==> config.mk <==
export PLATFORM = sky130hd
export DESIGN_NAME = rx_frame_assembler
export DESIGN_NICKNAME = d
export VERILOG_FILES = /design/src/rtl/rx_frame_assembler.sv
export SDC_FILE = /design/constraint.sdc
export NUM_CORES = 1
export LEC_CHECK = 0
export ABC_AREA = 1
export BUFFER_PORTS_ARGS = -buffer_cell sky130_fd_sc_hd__buf_2
export CORE_AREA = 2 2 49 61
export DETAILED_ROUTE_END_ITERATION = 16
export DIE_AREA = 0 0 51 63
export PLACE_DENSITY = 0.6
export SETUP_SLACK_MARGIN = 0.3
export SLEW_MARGIN = 20
export SYNTH_ARGS = -nofsm -noshare
export SYNTH_HDL_FRONTEND = slang
export SYNTH_SLANG_ARGS = --single-unit
==> constraint.sdc <==
create_clock -name clk -period 1.2 [get_ports clk]
set_clock_uncertainty 0.05 [all_clocks]
set_input_delay 0 -clock clk [delete_from_list [all_inputs] [get_ports clk]]
set_output_delay 0 -clock clk [all_outputs]
set_load 0.02 [all_outputs]
==> src/rtl/rx_frame_assembler.sv <==
// Serial receive frame assembler: start bit, DATA_BITS data bits LSB first, optional parity, stop bit.
// Optional even-parity check is built when the PARITY_CHECK_EN macro is defined.
module rx_frame_assembler #(
  parameter int DATA_BITS = 8
) (
  input  logic                 clk,
  input  logic                 rst,
  input  logic                 sampleStrobe,
  input  logic                 dataIn,
  input  logic                 charAck,
  output logic [DATA_BITS-1:0] charOut,
  output logic                 charValid,
  output logic                 busy,
  output logic                 frameErr,
  output logic                 overrun,
`ifdef PARITY_CHECK_EN
  output logic                 parityErr,
`endif
  output logic [1:0]           o_dbg_state
);

`ifdef PARITY_CHECK_EN
  typedef enum logic [1:0] {
    S_IDLE   = 2'd0,
    S_DATA   = 2'd1,
    S_PARITY = 2'd2,
    S_STOP   = 2'd3
  } state_t;
`else
  typedef enum logic [1:0] {
    S_IDLE = 2'd0,
    S_DATA = 2'd1,
    S_STOP = 2'd3
  } state_t;
`endif

  state_t               r_state;
  state_t               w_next;
  logic [DATA_BITS-1:0] r_shift;
  logic [3:0]           r_cnt;
  logic [DATA_BITS-1:0] r_char;
  logic                 r_valid;
  logic                 r_ovr;
  logic                 r_ferr;
  logic                 w_last_bit;
  logic                 w_par_ok;
  logic                 w_stop_strobe;
  logic                 w_good_frame;
  logic                 w_bad_stop;

`ifdef PARITY_CHECK_EN
  logic r_par_bad;
  logic r_perr;
  assign w_par_ok  = !r_par_bad;
  assign parityErr = r_perr;
`else
  assign w_par_ok = 1'b1;
`endif

  assign w_last_bit    = (r_cnt == 4'(DATA_BITS - 1));
  assign w_stop_strobe = sampleStrobe && (r_state == S_STOP);
  assign w_good_frame  = w_stop_strobe && dataIn && w_par_ok;
  assign w_bad_stop    = w_stop_strobe && !dataIn;

  always_ff @(posedge clk) begin
    if (!rst) r_state <= S_IDLE;
    else      r_state <= w_next;
  end

  always_comb begin
    w_next = r_state;
    if (sampleStrobe) begin
      case (r_state)
        S_IDLE: if (!dataIn) w_next = S_DATA;
`ifdef PARITY_CHECK_EN
        S_DATA:   if (w_last_bit) w_next = S_PARITY;
        S_PARITY: w_next = S_STOP;
`else
        S_DATA: if (w_last_bit) w_next = S_STOP;
`endif
        S_STOP:  w_next = S_IDLE;
        default: w_next = S_IDLE;
      endcase
    end
  end

  always_ff @(posedge clk) begin
    if (!rst) begin
      r_shift <= '0;
      r_cnt   <= '0;
      r_char  <= '0;
      r_valid <= 1'b0;
      r_ovr   <= 1'b0;
      r_ferr  <= 1'b0;
`ifdef PARITY_CHECK_EN
      r_par_bad <= 1'b0;
      r_perr    <= 1'b0;
`endif
    end else begin
      r_ferr <= w_bad_stop;
`ifdef PARITY_CHECK_EN
      r_perr <= w_stop_strobe && dataIn && r_par_bad;
      if (sampleStrobe && (r_state == S_PARITY)) r_par_bad <= ^{r_shift, dataIn};
`endif
      if (sampleStrobe && (r_state == S_IDLE) && !dataIn) begin
        r_shift <= '0;
        r_cnt   <= '0;
      end else if (sampleStrobe && (r_state == S_DATA)) begin
        r_shift <= {dataIn, r_shift[DATA_BITS-1:1]};
        r_cnt   <= r_cnt + 4'd1;
      end
      // An ack landing with a good frame lets the new character in but leaves overrun alone.
      if (w_good_frame) begin
        if (r_valid && !charAck) begin
          r_ovr <= 1'b1;
        end else begin
          r_char  <= r_shift;
          r_valid <= 1'b1;
        end
      end else if (charAck && r_valid) begin
        r_valid <= 1'b0;
        r_ovr   <= 1'b0;
      end
    end
  end

  assign charOut     = r_char;
  assign charValid   = r_valid;
  assign overrun     = r_ovr;
  assign frameErr    = r_ferr;
  assign busy        = (r_state != S_IDLE);
  assign o_dbg_state = r_state;

endmodule

* Word-level counts from Yosys, hierarchy flattened *
Index checks and enable logic that the tools add are counted.

operators by class
  add/sub/neg operators = 1
  equal/unequal tests = 7
  mux-type cells = 8
  bitwise logic cells = 2
  reductions and logical operators = 18

operator list
  operator                                                                count
  1-bit logical AND                                                       8
  2-bit != test (second input constant)                                   3
  2-bit AND reduction                                                     3
  1-bit 2-to-1 mux                                                        5
  4-bit by 1-bit adder with 4-bit output (second input constant)          1
  4-bit by 3-bit equality test with 1-bit output (second input constant)  1
  2-bit 2-to-1 mux                                                        2
  2-bit one-hot mux with 2 select lines                                   1
  2-bit nonzero test                                                      2
  3-bit AND reduction                                                     1
  2-bit by 1-bit equality test with 1-bit output (second input constant)  1
  2-bit equality test (second input constant)                             1
  1-bit logical NOT                                                       2
  2-bit logical NOT                                                       1
  2-bit by 1-bit != test with 1-bit output (second input constant)        1
  1-bit inverter                                                          2
  2-bit OR reduction                                                      1

storage, ports and cells
  bits in registers = 25
  input bits = 5
  output and inout bits = 14
  word-level logic and storage cells = 43

* Longest topological paths before layout *
  depth in word-level cells = 5
  gate-level depth with buffers = 6
  mapped depth without buffers = 6

* Least setup slack after synthesis *
OpenSTA, ideal clock, no wires.

  path kind = flip-flop to flip-flop
  start point = reg r_state[1], in the netlist o_dbg_state[1]
  end point = reg r_cnt[3]
  setup time = 115 ps
  arrival = 1,113 ps
  required time = 1,035 ps
  slack = -78 ps
  cell stages (with the launch flop) = 7
  buffers on the path = 0
  period minus slack after synthesis = 1,278 ps
  cell sequence = dfxtp_1 inv_1 nand2_1 o21ai_4 inv_2 nand2_1 nor2_1

on the way
  longest elaborated chain between the ends = 4
  elaborated cells between the ends (all ways) = 6
  those cells by class = eq/ne (1); reduce/logical (5)

ends and longest elaborated chain
  element                          line  RTL
  from (decl)                      37    state_t r_state;
  from (signal assigned)           67    else r_state <= w_next;
  2-bit logical NOT                105   if (sampleStrobe && (r_state == S_IDLE) && !dataIn) begin
  1-bit logical AND (2 in series)  105
  2-bit OR reduction (no line)     n/a
  to (signal assigned)             110   r_cnt <= r_cnt + 4'd1;
  to (decl)                        40    logic [3:0] r_cnt;

Parallel ways exist; a longest one is shown, timed or not.
A chain may end at the register's enable or synchronous reset.

* Worst setup path after layout *
  start point = reg r_state[0], in the netlist o_dbg_state[0]
  end point = reg r_char[1], in the netlist charOut[1]

on the way
  longest elaborated chain between the ends = 4

ends and longest elaborated chain
  element                        line  RTL
  2-bit equality test            61    assign w_stop_strobe = sampleStrobe && (r_state == S_STOP);
  1-bit logical AND              61
  1-bit logical AND              62    assign w_good_frame = w_stop_strobe && dataIn && w_par_ok;
  2-bit AND reduction (no line)  n/a
  to (signal assigned)           117   r_char <= r_shift;
  to (decl)                      41    logic [DATA_BITS-1:0] r_char;

No other way between the ends.

==> results.yml <==
timing:
  hold_ws_ns: 0.0168
  rsz0062_at_grt: "yes"
  hold_viol: 0
  drv_slew: 0
  timing.final.ws_setup_ns: 0.0652
  worstMarginPinSlew_ns: 0.266
  setup-violations-final: 0
  min_period_ns: 1.13
  timing.fmax_mhz: 881
  relSlewSlack_pct: 82.2
  finalCritPeriodShare_pct: 94.6
synth:
  synth_nets: 141
  ys_seq_area_share_pct: 49.5
  post_synth.cell_area_avg_sq_um: 7.49
  syn_inst: 135
  synth_seq_cells: 25
  synth_cell_types: 18
  syn_area_sq_um: 1010
  yosys_warnings: 0
final_layout:
  fin_nets: 179
  areaGrowthSynthToFinish_pct: 53.1
  diodes: 0
  multi_input_area_sq_um: 597
  fill_cells: 233
  layout_common_cells: "26 x nand2_1, 20 x nor2_1, 14 x dfxtp_1"
  final-seq-area_sq_um: 522
  final_common_cell: "nand2_1"
  drive_gt1_share_pct: 45.3
  fin_util_pct: 58.3
critical_path:
  rrSetupSlack_ns: 0.07
  critPathKind: "reg -> reg"
  worstReg2RegStart: "o_dbg_state[0]"
  crit_path_start_kind: "flop"
  cp.required_ns: 1.41
  crit_fanout: 8
  reg2reg_depth: 4
  r2r-end: "charOut[1]"
  cp.arrival_ns: 1.35
  end_kind: "flop"
flow_run:
  maxCapViolations: 0
floorplanning:
  die_area_sq_um: 3210
  start_util_pct: 38.1
  die_x_um: 51
  rows: 21
  ios: 19
  die_h_um: 63
  fp.coreArea_sq_um: 2650
pwr:
  p_leak_uw: 0.000599
  power_density_nw_per_um2: 890
  peakVddDrop_mv: 0.669
clock_tree:
  clk_path_buf_depth: 2
  tritoncts: "built"
  htreeDepth: 1
  cts.clk_slew.worst_paths_ns: 0.13
  cts_root_buf: "clkbuf_4"
  numCtsBuffers: 3
  clkLatencyLatePin_ns: 0.32
  cts.sinks: 25
routing:
  wire_per_inst_um: 12.8
  dr_total_vias: 1010
  dr.max_layer_used: "met4"
  wl_mm: 2.63
  drc: 0
  met3WireLength_um: 76
  postRouteAntennaNets: 0
  viasPerCell: 4.90
  wl_met1_mm: 1.06
  dr.pass1.iters: 4
  first_iter_violations: 27
  met2WireLength_mm: 1.44
global_route:
  grt.overflow.total: 0
  antenna_found_initial: 0
  grt_max_degree: 14
  grt_usage_pct: 15.7
  grt_pass1_vias: 951
  grt_pass1_wl_mm: 3.93
worst_hold_path:
  whs_endpoint: "frameErr"
  timing.hold.worst.start: "sampleStrobe"
  min_path_type: "in -> reg"
  whs_path_depth: 3
placed_design:
  place_congestion: 0.731
  pre_cts_ws_ns: 0.0632
  hpwl_mm: 1.44
  port_buffers: 18
status:
  status: "complete, no violations"
==> cells by family (layout without fill, tap and decap cells) <==
logic type,after synthesis,after routing,synth area share (%)
AOI/OAI and AO/OA,19,19,10.5
adders and majority gates,1,1,1.24
buffers and inverters,16,52,6.44
DFF,25,25,49.5
and+or+nand+nor,74,75,32.3
==> synth_stat cells (all sizes together) <==
cell type  count  area share (%)
buf            2             1.2
nand4          2             1.2
inv           14             5.2
o21ai          4             3.1
a21oi         15             7.4
nor3           1            0.49
dfxtp         25              50
nand3b         7             5.2
nand2         35              13
ha             1             1.2
nor2          24             9.9
nand3          5             2.5
==> how the worst max path moves through the flow <==
stage | startpoint | endpoint | slack, ns | cells past startpoint
detailed placement | o_dbg_state[0] | charOut[5] | 0.06 | 4
floorplan | o_dbg_state[1] | r_cnt[3] | 0.13 | 6
global route | o_dbg_state[0] | charOut[5] | -0.02 | 4
finish | o_dbg_state[0] | charOut[1] | 0.07 | 4
global placement | o_dbg_state[0] | charOut[2] | 0.1 | 4
CTS | o_dbg_state[0] | charOut[5] | 0.09 | 4
==> routing by layer <==
layer	up-vias	GRT usage, %
met2	16	27.3
met4	0	7.77
met1	480	18.4
met3	6	2.15
met5	-	0
li1	508	-
==> critical path, cell delays in order, from the launching register on <==
cell     delay, ns
dfxtp_4       0.44
nand4_1       0.18
nor2_4        0.25
nor2_1        0.08
nor2_1        0.08
==> final cells by class <==
cell class                      count  area share (%)
Clock buffer                        4            1.70
Inverter                           14            4.04
Multi-Input combinational cell     95            38.6
Sequential cell                    25            33.7
Tap cell                           34            2.75
Timing Repair Buffer               33            18.8
Timing Repair inverter              1           0.485
==> repair_timing <==
action	in CTS	in global routing
gates cloned	2	0
pin swaps	10	19
endpoints found under the setup margin	29	37
setup buffers	5	2
endpoints found under the hold margin	12	5
hold buffers	3	3
gates resized for setup	18	45
==> per-stage QoR <==
| step | setup TNS (ns) | cells | power [uW] | cell area [sq um] |
|---|---|---|---|---|
| 2_1_floorplan | 0 | 135 | 913 | 1050 |
| 3_3_place_gp | 0 | 187 | 940 | 1180 |
| 3_5_place_dp | 0 | 187 | 941 | 1180 |
| 4_1_cts | 0 | 201 | 1350 | 1360 |
| 5_1_grt | -0.0302 | 206 | 1440 | 1550 |
| 6_report | 0 | 206 | 1380 | 1550 |
==> flip-flops by register name (all words and copies together) (netlist names) <==
signal,flops
overrun,1
charOut,8
o_dbg_state,2
frameErr,1
r_cnt,4
r_shift,8
charValid,1
==> power breakdown <==
group,internal (uW),switching [uW]
registers,831,10.4
logic,68.2,87.6
clock network,130,250
Power figures use the tool's default switching activity.
